==> src/rtl/fb_pkg.sv <==
// Shared types and constants for the double-buffered frame arbiter.
// Holds the pixel/address widths, the write-buffer entry type and the swap FSM states.
package fb_pkg;

  localparam int unsigned FB_WORDS_DEF = 76800;
  localparam int unsigned PIX_W        = 16;
  localparam int unsigned ADDR_W       = 17;
  localparam int unsigned MEM_AW       = ADDR_W + 1;

  typedef logic [PIX_W-1:0]  pix_t;
  typedef logic [ADDR_W-1:0] addr_t;

  typedef struct packed {
    addr_t addr;
    pix_t  data;
  } wr_entry_t;

  typedef enum logic {
    SW_IDLE = 1'b0,
    SW_PEND = 1'b1
  } swap_state_e;

  function automatic logic addr_in_range(input addr_t addr, input int unsigned limit);
    return 32'(addr) < limit;
  endfunction

endpackage

==> src/rtl/fb_wfifo.sv <==
// Synchronous write-buffer FIFO holding camera {addr, data} entries.
// Depth must be a power of two so the pointers wrap by natural overflow.
module fb_wfifo
  import fb_pkg::*;
#(
  parameter int unsigned DEPTH = 4
) (
  input  logic                   clk,
  input  logic                   rst_n,
  input  logic                   i_push,
  input  wr_entry_t              i_push_data,
  input  logic                   i_pop,
  output wr_entry_t              o_head,
  output logic                   o_full,
  output logic                   o_empty,
  output logic [$clog2(DEPTH):0] o_count
);

  localparam int unsigned PTR_W = $clog2(DEPTH);
  localparam int unsigned CNT_W = PTR_W + 1;

  wr_entry_t          r_mem [DEPTH];
  logic [PTR_W-1:0]   r_wr_ptr;
  logic [PTR_W-1:0]   r_rd_ptr;
  logic [CNT_W-1:0]   r_count;
  logic               w_push;
  logic               w_pop;

  assign o_full  = (r_count == CNT_W'(DEPTH));
  assign o_empty = (r_count == '0);
  assign o_count = r_count;
  assign o_head  = r_mem[r_rd_ptr];

  assign w_push = i_push && !o_full;
  assign w_pop  = i_pop && !o_empty;

  always_ff @(posedge clk or negedge rst_n) begin
    if (!rst_n) begin
      r_wr_ptr <= '0;
      r_rd_ptr <= '0;
      r_count  <= '0;
    end else begin
      if (w_push) r_wr_ptr <= r_wr_ptr + PTR_W'(1);
      if (w_pop)  r_rd_ptr <= r_rd_ptr + PTR_W'(1);
      r_count <= r_count + CNT_W'(w_push) - CNT_W'(w_pop);
    end
  end

  // Storage carries no reset; only the pointers define validity.
  always_ff @(posedge clk) begin
    if (w_push) r_mem[r_wr_ptr] <= i_push_data;
  end

endmodule

==> src/rtl/fb_arbiter.sv <==
// Single-port RAM arbiter for a double-buffered frame: display reads win every cycle,
// camera writes are buffered and drained into the back bank, bank swap waits for vsync.
module fb_arbiter
  import fb_pkg::*;
#(
  parameter int unsigned FB_WORDS    = FB_WORDS_DEF,
  parameter int unsigned WFIFO_DEPTH = 4
) (
  input  logic              clk,
  input  logic              rst_n,
  input  logic              rd_req,
  input  logic [16:0]       rd_addr,
  output logic              rd_valid,
  output logic [15:0]       rd_data,
  input  logic              rd_frame_start,
  input  logic              wr_valid,
  output logic              wr_ready,
  input  logic [16:0]       wr_addr,
  input  logic [15:0]       wr_data,
  input  logic              wr_frame_done,
  output logic [17:0]       mem_addr,
  output logic              mem_we,
  output logic [15:0]       mem_wdata,
  input  logic [15:0]       mem_rdata,
  output logic              rd_bank
);

  localparam int unsigned CNT_W = $clog2(WFIFO_DEPTH) + 1;

  logic             r_rd_valid;
  logic             r_rd_inr;
  logic             r_rd_bank;
  swap_state_e      r_sw_state;
  swap_state_e      w_sw_next;
  logic             w_swap;
  logic             w_swap_ok;
  logic             w_rd_inr;
  logic             w_rd_acc;
  logic             w_push;
  logic             w_pop;
  logic             w_we;
  logic             w_full;
  logic             w_empty;
  logic [CNT_W-1:0] w_count;
  wr_entry_t        w_head;
  wr_entry_t        w_push_data;

  assign w_push_data = '{addr: wr_addr, data: wr_data};
  assign w_push      = wr_valid && !w_full;

  fb_wfifo #(
    .DEPTH (WFIFO_DEPTH)
  ) u_wfifo (
    .clk         (clk),
    .rst_n       (rst_n),
    .i_push      (w_push),
    .i_push_data (w_push_data),
    .i_pop       (w_pop),
    .o_head      (w_head),
    .o_full      (w_full),
    .o_empty     (w_empty),
    .o_count     (w_count)
  );

  // Out-of-range reads never touch the RAM, so their slot goes to the write drain.
  assign w_rd_inr = addr_in_range(rd_addr, FB_WORDS);
  assign w_rd_acc = rd_req && w_rd_inr;
  assign w_pop    = !w_empty && !w_rd_acc;
  assign w_we     = w_pop && addr_in_range(w_head.addr, FB_WORDS);

  always_comb begin
    mem_addr = '0;
    if (w_rd_acc) begin
      mem_addr = {r_rd_bank, rd_addr};
    end else if (w_pop) begin
      mem_addr = {~r_rd_bank, w_head.addr};
    end
  end

  assign mem_we    = w_we;
  assign mem_wdata = w_head.data;
  assign wr_ready  = (w_count != CNT_W'(WFIFO_DEPTH));
  assign rd_valid  = r_rd_valid;
  assign rd_data   = (r_rd_valid && r_rd_inr) ? mem_rdata : '0;
  assign rd_bank   = r_rd_bank;

  always_ff @(posedge clk or negedge rst_n) begin
    if (!rst_n) begin
      r_rd_valid <= 1'b0;
      r_rd_inr   <= 1'b0;
      r_rd_bank  <= 1'b0;
    end else begin
      r_rd_valid <= rd_req;
      r_rd_inr   <= w_rd_inr;
      r_rd_bank  <= r_rd_bank ^ w_swap;
    end
  end

  // Swap FSM: state register, next-state logic, output decode.
  always_ff @(posedge clk or negedge rst_n) begin
    if (!rst_n) r_sw_state <= SW_IDLE;
    else        r_sw_state <= w_sw_next;
  end

  assign w_swap_ok = rd_frame_start && w_empty && !w_we;

  always_comb begin
    w_sw_next = r_sw_state;
    unique case (r_sw_state)
      SW_IDLE: if (wr_frame_done) w_sw_next = SW_PEND;
      SW_PEND: if (w_swap_ok)     w_sw_next = SW_IDLE;
    endcase
  end

  always_comb begin
    w_swap = (r_sw_state == SW_PEND) && w_swap_ok;
  end

endmodule

==> config.mk <==
export PLATFORM = sky130hd
export DESIGN_NAME = fb_arbiter
export DESIGN_NICKNAME = d
export VERILOG_FILES = /design/src/rtl/fb_pkg.sv /design/src/rtl/fb_wfifo.sv /design/src/rtl/fb_arbiter.sv
export SDC_FILE = /design/constraint.sdc
export NUM_CORES = 1
export LEC_CHECK = 0
export CAP_MARGIN = 30
export CORE_UTILIZATION = 55
export CTS_BUF_LIST = sky130_fd_sc_hd__clkbuf_8
export DETAILED_ROUTE_END_ITERATION = 8
export GPL_TIMING_DRIVEN = 0
export PLACE_DENSITY = 0.85
export SLEW_MARGIN = 10
export SYNTH_ARGS = -nofsm -noshare
export SYNTH_HDL_FRONTEND = slang
export SYNTH_HIERARCHICAL = 1
export SYNTH_SLANG_ARGS = --single-unit
export TNS_END_PERCENT = 30
==> constraint.sdc <==
create_clock -name clk -period 7.35 [get_ports clk]
set_clock_uncertainty 0.15 [all_clocks]
set_input_delay 1.1025 -clock clk [delete_from_list [all_inputs] [get_ports clk]]
set_output_delay 1.1025 -clock clk [all_outputs]
set_load 0.03 [all_outputs]
==> results.txt <==
The synthesized-area fraction occupied by and/or/nand/nor cells came out at 0.0574. The wire length after detailed routing came out at 11.3 mm. Setup violations remaining at the end of the flow were counted as 0.

The number of synthesized register bits came out at 143. After detailed routing, the average wire length per cell comes to 19.2 microns. Routability-driven placement finished with a final weighted congestion of 0.753. Setup repair after global routing left no endpoint under its margin. The max-capacitance violation count came out at 0. At the end of the flow the core is filled with cells to 0.760.

The largest total area in the synthesized netlist belongs to sky130_fd_sc_hd__edfxtp_1. The post-cts gate resize count came out at 0. The kind of critical path is in2out. The global-route wire length before repair is 17.7 mm. The placement row count is 37. The synthesis warning total came out at 6.

The class of the worst hold path is reg2reg. The max-slew violation count is 0. The full die area came out at 11300 sq um.

The clock latency at the later pin of the worst-skew pair came out at 0.42 ns. The run finished with clean final reports. The number of diodes came out at 0. The clock sink count came out at 143. The clock tree from TritonCTS is built. The final-stage net count is 518. The post-route minimum period is ~4.6 ns. For this design the ratio of total power to cell area is 399 nW/um^2. The compound-gate portion of the synthesized area is 0.0180. The headroom to the max-slew limit is 0.658. VDD sags by at most 0.000241 V. The number of antenna-violating nets in the routed design came out at 0. The I/O pin total is roughly 130.

The overall die height is 106 microns. The count of input and output buffers came out at around 130. The data required time of the worst path came out at a little over 6 ns. Counting every instance in the synthesized netlist gives between 200 and 300. After synthesis, the cell types taking the most area are sky130_fd_sc_hd__edfxtp_1 (66%), sky130_fd_sc_hd__mux4_2 (11%), sky130_fd_sc_hd__dfrtp_1 (4.6%). The highest net fanout along the worst path is 10. The cell sitting at the root of the clock tree is a sky130_fd_sc_hd__clkbuf_8. The maximum number of pins on one net before global-route repair came out at 21. The via count of the routed design came out at roughly 3300. The area growth from synthesis to layout is 32.5%. The startpoint kind of the worst setup timing path is a primary input. The setup fix buffers added after clock tree synthesis came out at 0. The final number of hold-violating endpoints is 0. The placed wire-length estimate after detailed placement is 8.02 mm. The portion of synthesized area spent on multiplexers is 0.168.

The main combinational cell family by area after synthesis is multiplexers. The H-tree depth came out at 4. The sum of negative setup slack is 0 ns. The starting density of the core is 0.574. Summed over all cells, the static leakage comes to 0.00279 uW. The initial antenna violation count is 0. The number of nets produced by synthesis is 370. In the final layout, flip-flops and latches occupy between 4000 and 5000 sq um. The period utilization came out at 0.620.

The clock buffer count from CTS came out at 17. The overall die width is 106 microns. Yosys mapped the design onto 34 distinct sky130hd cell types. The slew at the pin closest to its max-slew limit came out at slightly above 0.5 ns. Fill cells in the final layout number 591. The number of global-route vias before repair came out at ~3500. The first detailed-routing pass took 4 iterations. The post-route DRC violation count is 0.

The worst endpoint data arrival time came out at 3.30 ns. The multi-input logic area came out at 1600 sq um. The sum of overflow across all layers after global routing is 0. The detail-routed via count per cell is roughly 5.6. The worst-case clock buffer depth is 2. For this design, the CTS-stage hold fixing added 0 buffers. The worst setup path is captured at an output port. The adder-cell share of the synthesized area came out at 0.0159. For this run, the register share of the synthesized area comes to 0.710. The share of post-route cells with drive strength above 1 came out at 0.211. The starting DRC count in detailed routing came out at 193.

The per-instance average area after synthesis came out at 20.5 sq um. For this run, the total global-route usage over all layers was measured as 0.220. The core region is 10400 sq um. Summing every instance area after synthesis gives 5970 sq um. The maximum clock frequency came out at 219 MHz. After clock tree synthesis, the clock-pin slew on the worst setup and hold paths is 0.07 ns.

The xor and xnor fraction of the mapped netlist area came out at 0.00733. The share of synthesized area in the top cell type comes to 0.663.
-- worst max-delay path, stage by stage --
cell and delay [ns]:
sky130_fd_sc_hd__clkdlybuf4s50_1 0.50, sky130_fd_sc_hd__nand2_1 0.11, sky130_fd_sc_hd__o211ai_4 0.42, sky130_fd_sc_hd__buf_6 0.24, sky130_fd_sc_hd__mux2_4 0.32, sky130_fd_sc_hd__clkdlybuf4s50_1 0.59
-- final timing paths --
path	cells past startpoint	slack, ns	from	endpoint
max	6	2.79	rd_addr[16]	mem_addr[10]
min	1	0.35	r_sw_state$_DFF_PN0_	r_sw_state$_DFF_PN0_
max reg2reg	11	4.22	u_wfifo/o_count[1]$_DFF_PN0_	u_wfifo/o_count[2]$_DFF_PN0_
min reg2reg	1	0.35	r_sw_state$_DFF_PN0_	r_sw_state$_DFF_PN0_
max in group asynchronous	1	5.84	rst_n	u_wfifo/r_rd_ptr[1]$_DFFE_PN0P_
min in group asynchronous	1	0.86	rst_n	rd_valid$_DFF_PN0_
-- placed cells by master, fill, tap and decap left out, types with 2 or more instances in the layout --
cell	synthesis	final
sky130_fd_sc_hd__o21a_1	2	2
sky130_fd_sc_hd__nand2_1	3	3
sky130_fd_sc_hd__mux2_4	10	10
sky130_fd_sc_hd__nor2_1	2	2
sky130_fd_sc_hd__mux2_2	8	8
sky130_fd_sc_hd__buf_6	2	2
sky130_fd_sc_hd__inv_1	7	7
sky130_fd_sc_hd__xnor2_1	5	5
sky130_fd_sc_hd__o211ai_1	2	2
sky130_fd_sc_hd__nand2b_1	3	3
sky130_fd_sc_hd__nor2b_1	19	19
sky130_fd_sc_hd__buf_12	3	3
sky130_fd_sc_hd__nand4bb_1	2	2
sky130_fd_sc_hd__buf_16	0	4
sky130_fd_sc_hd__buf_2	4	4
sky130_fd_sc_hd__mux4_1	5	5
sky130_fd_sc_hd__edfxtp_1	132	132
sky130_fd_sc_hd__and3b_2	0	4
sky130_fd_sc_hd__and3_1	16	16
sky130_fd_sc_hd__clkbuf_1	4	4
sky130_fd_sc_hd__clkinv_4	0	3
sky130_fd_sc_hd__bufinv_16	0	3
sky130_fd_sc_hd__clkinv_2	0	3
sky130_fd_sc_hd__a21oi_1	2	2
sky130_fd_sc_hd__mux4_2	28	28
sky130_fd_sc_hd__clkdlybuf4s50_1	0	125
sky130_fd_sc_hd__clkinvlp_4	0	3
sky130_fd_sc_hd__ha_1	6	6
sky130_fd_sc_hd__clkbuf_8	0	17
sky130_fd_sc_hd__dfrtp_1	11	11
-- stage by stage --
stage          cell area, sq um  worst slack (ns)  std cells  power [uW]  hold slack [ns]
5_1_grt                    7910              2.70        587        3320            0.386
3_5_place_dp               7510              2.77        556        2580            0.340
6_report                   7910              2.79        587        3160            0.348
2_1_floorplan              5970              3.71        291        2080            0.314
3_3_place_gp               7400              2.79        552        2510            0.323
4_1_cts                    7910              2.76        587        3200            0.357
-- flip-flops by register name (all words and copies together), names as in the netlist --
register	cells
r_rd_inr	1
r_sw_state	1
rd_bank	1
rd_valid	1
u_wfifo/o_count	3
u_wfifo/r_mem	132
u_wfifo/r_rd_ptr	2
u_wfifo/r_wr_ptr	2
-- metal layers --
layer  GRT usage  part of all wire  vias to the layer above
li1            -                 -                     1478
met1       0.248              0.38                     1627
met2       0.383              0.53                      142
met3      0.0736             0.071                       20
met4      0.0873             0.020                        0
met5           0                 0                        -
-- Yosys cell counts --
library cell,count
sky130_fd_sc_hd__edfxtp_1,132
sky130_fd_sc_hd__mux4_2,28
sky130_fd_sc_hd__nor2b_1,19
sky130_fd_sc_hd__and3_1,16
sky130_fd_sc_hd__dfrtp_1,11
sky130_fd_sc_hd__mux2_4,10
sky130_fd_sc_hd__mux2_2,8
sky130_fd_sc_hd__inv_1,7
sky130_fd_sc_hd__ha_1,6
sky130_fd_sc_hd__mux4_1,5
sky130_fd_sc_hd__xnor2_1,5
sky130_fd_sc_hd__and3b_1,4
sky130_fd_sc_hd__buf_2,4
sky130_fd_sc_hd__clkbuf_1,4
sky130_fd_sc_hd__buf_12,3
sky130_fd_sc_hd__nand2_1,3
sky130_fd_sc_hd__nand2b_1,3
sky130_fd_sc_hd__a21oi_1,2
sky130_fd_sc_hd__buf_6,2
sky130_fd_sc_hd__nand4bb_1,2
sky130_fd_sc_hd__nor2_1,2
sky130_fd_sc_hd__o211ai_1,2
sky130_fd_sc_hd__o21a_1,2
sky130_fd_sc_hd__a211o_1,1
sky130_fd_sc_hd__a21o_1,1
sky130_fd_sc_hd__a221oi_1,1
sky130_fd_sc_hd__fa_1,1
sky130_fd_sc_hd__nand3_1,1
sky130_fd_sc_hd__nor3_1,1
sky130_fd_sc_hd__nor3b_4,1
sky130_fd_sc_hd__o211ai_4,1
sky130_fd_sc_hd__o21ai_1,1
sky130_fd_sc_hd__o311ai_0,1
sky130_fd_sc_hd__o31ai_1,1
-- report_power, final --
group          internal, uW  leakage (uW)  switching [uW]  total (uW)
Sequential             1080       0.00133            67.4        1150
Combinational           694       0.00126             708        1400
Clock                   334      0.000197             279         612
Total                  2110       0.00279            1050        3160
-- kinds of logic (layout without fill, tap and decap cells) --
logic type / count (synthesis) / after routing
AOI/OAI and AO/OA: 13 / 13
muxes: 51 / 51
xor gates and xnor gates: 5 / 5
adders and majority gates: 7 / 7
and+or+nand+nor: 52 / 52
DFF: 143 / 143
buffers and inverters: 20 / 180
-- cell type report --
class                           instances  area share
Clock buffer                           17      0.0296
Timing Repair Buffer                  129       0.172
Inverter                                7     0.00332
Clock inverter                         14      0.0213
Sequential cell                       143       0.536
Multi-Input combinational cell        128       0.202
Buffer                                 13      0.0149
Tap cell                              136      0.0215
Note: power is estimated with default switching activity, not from simulation.
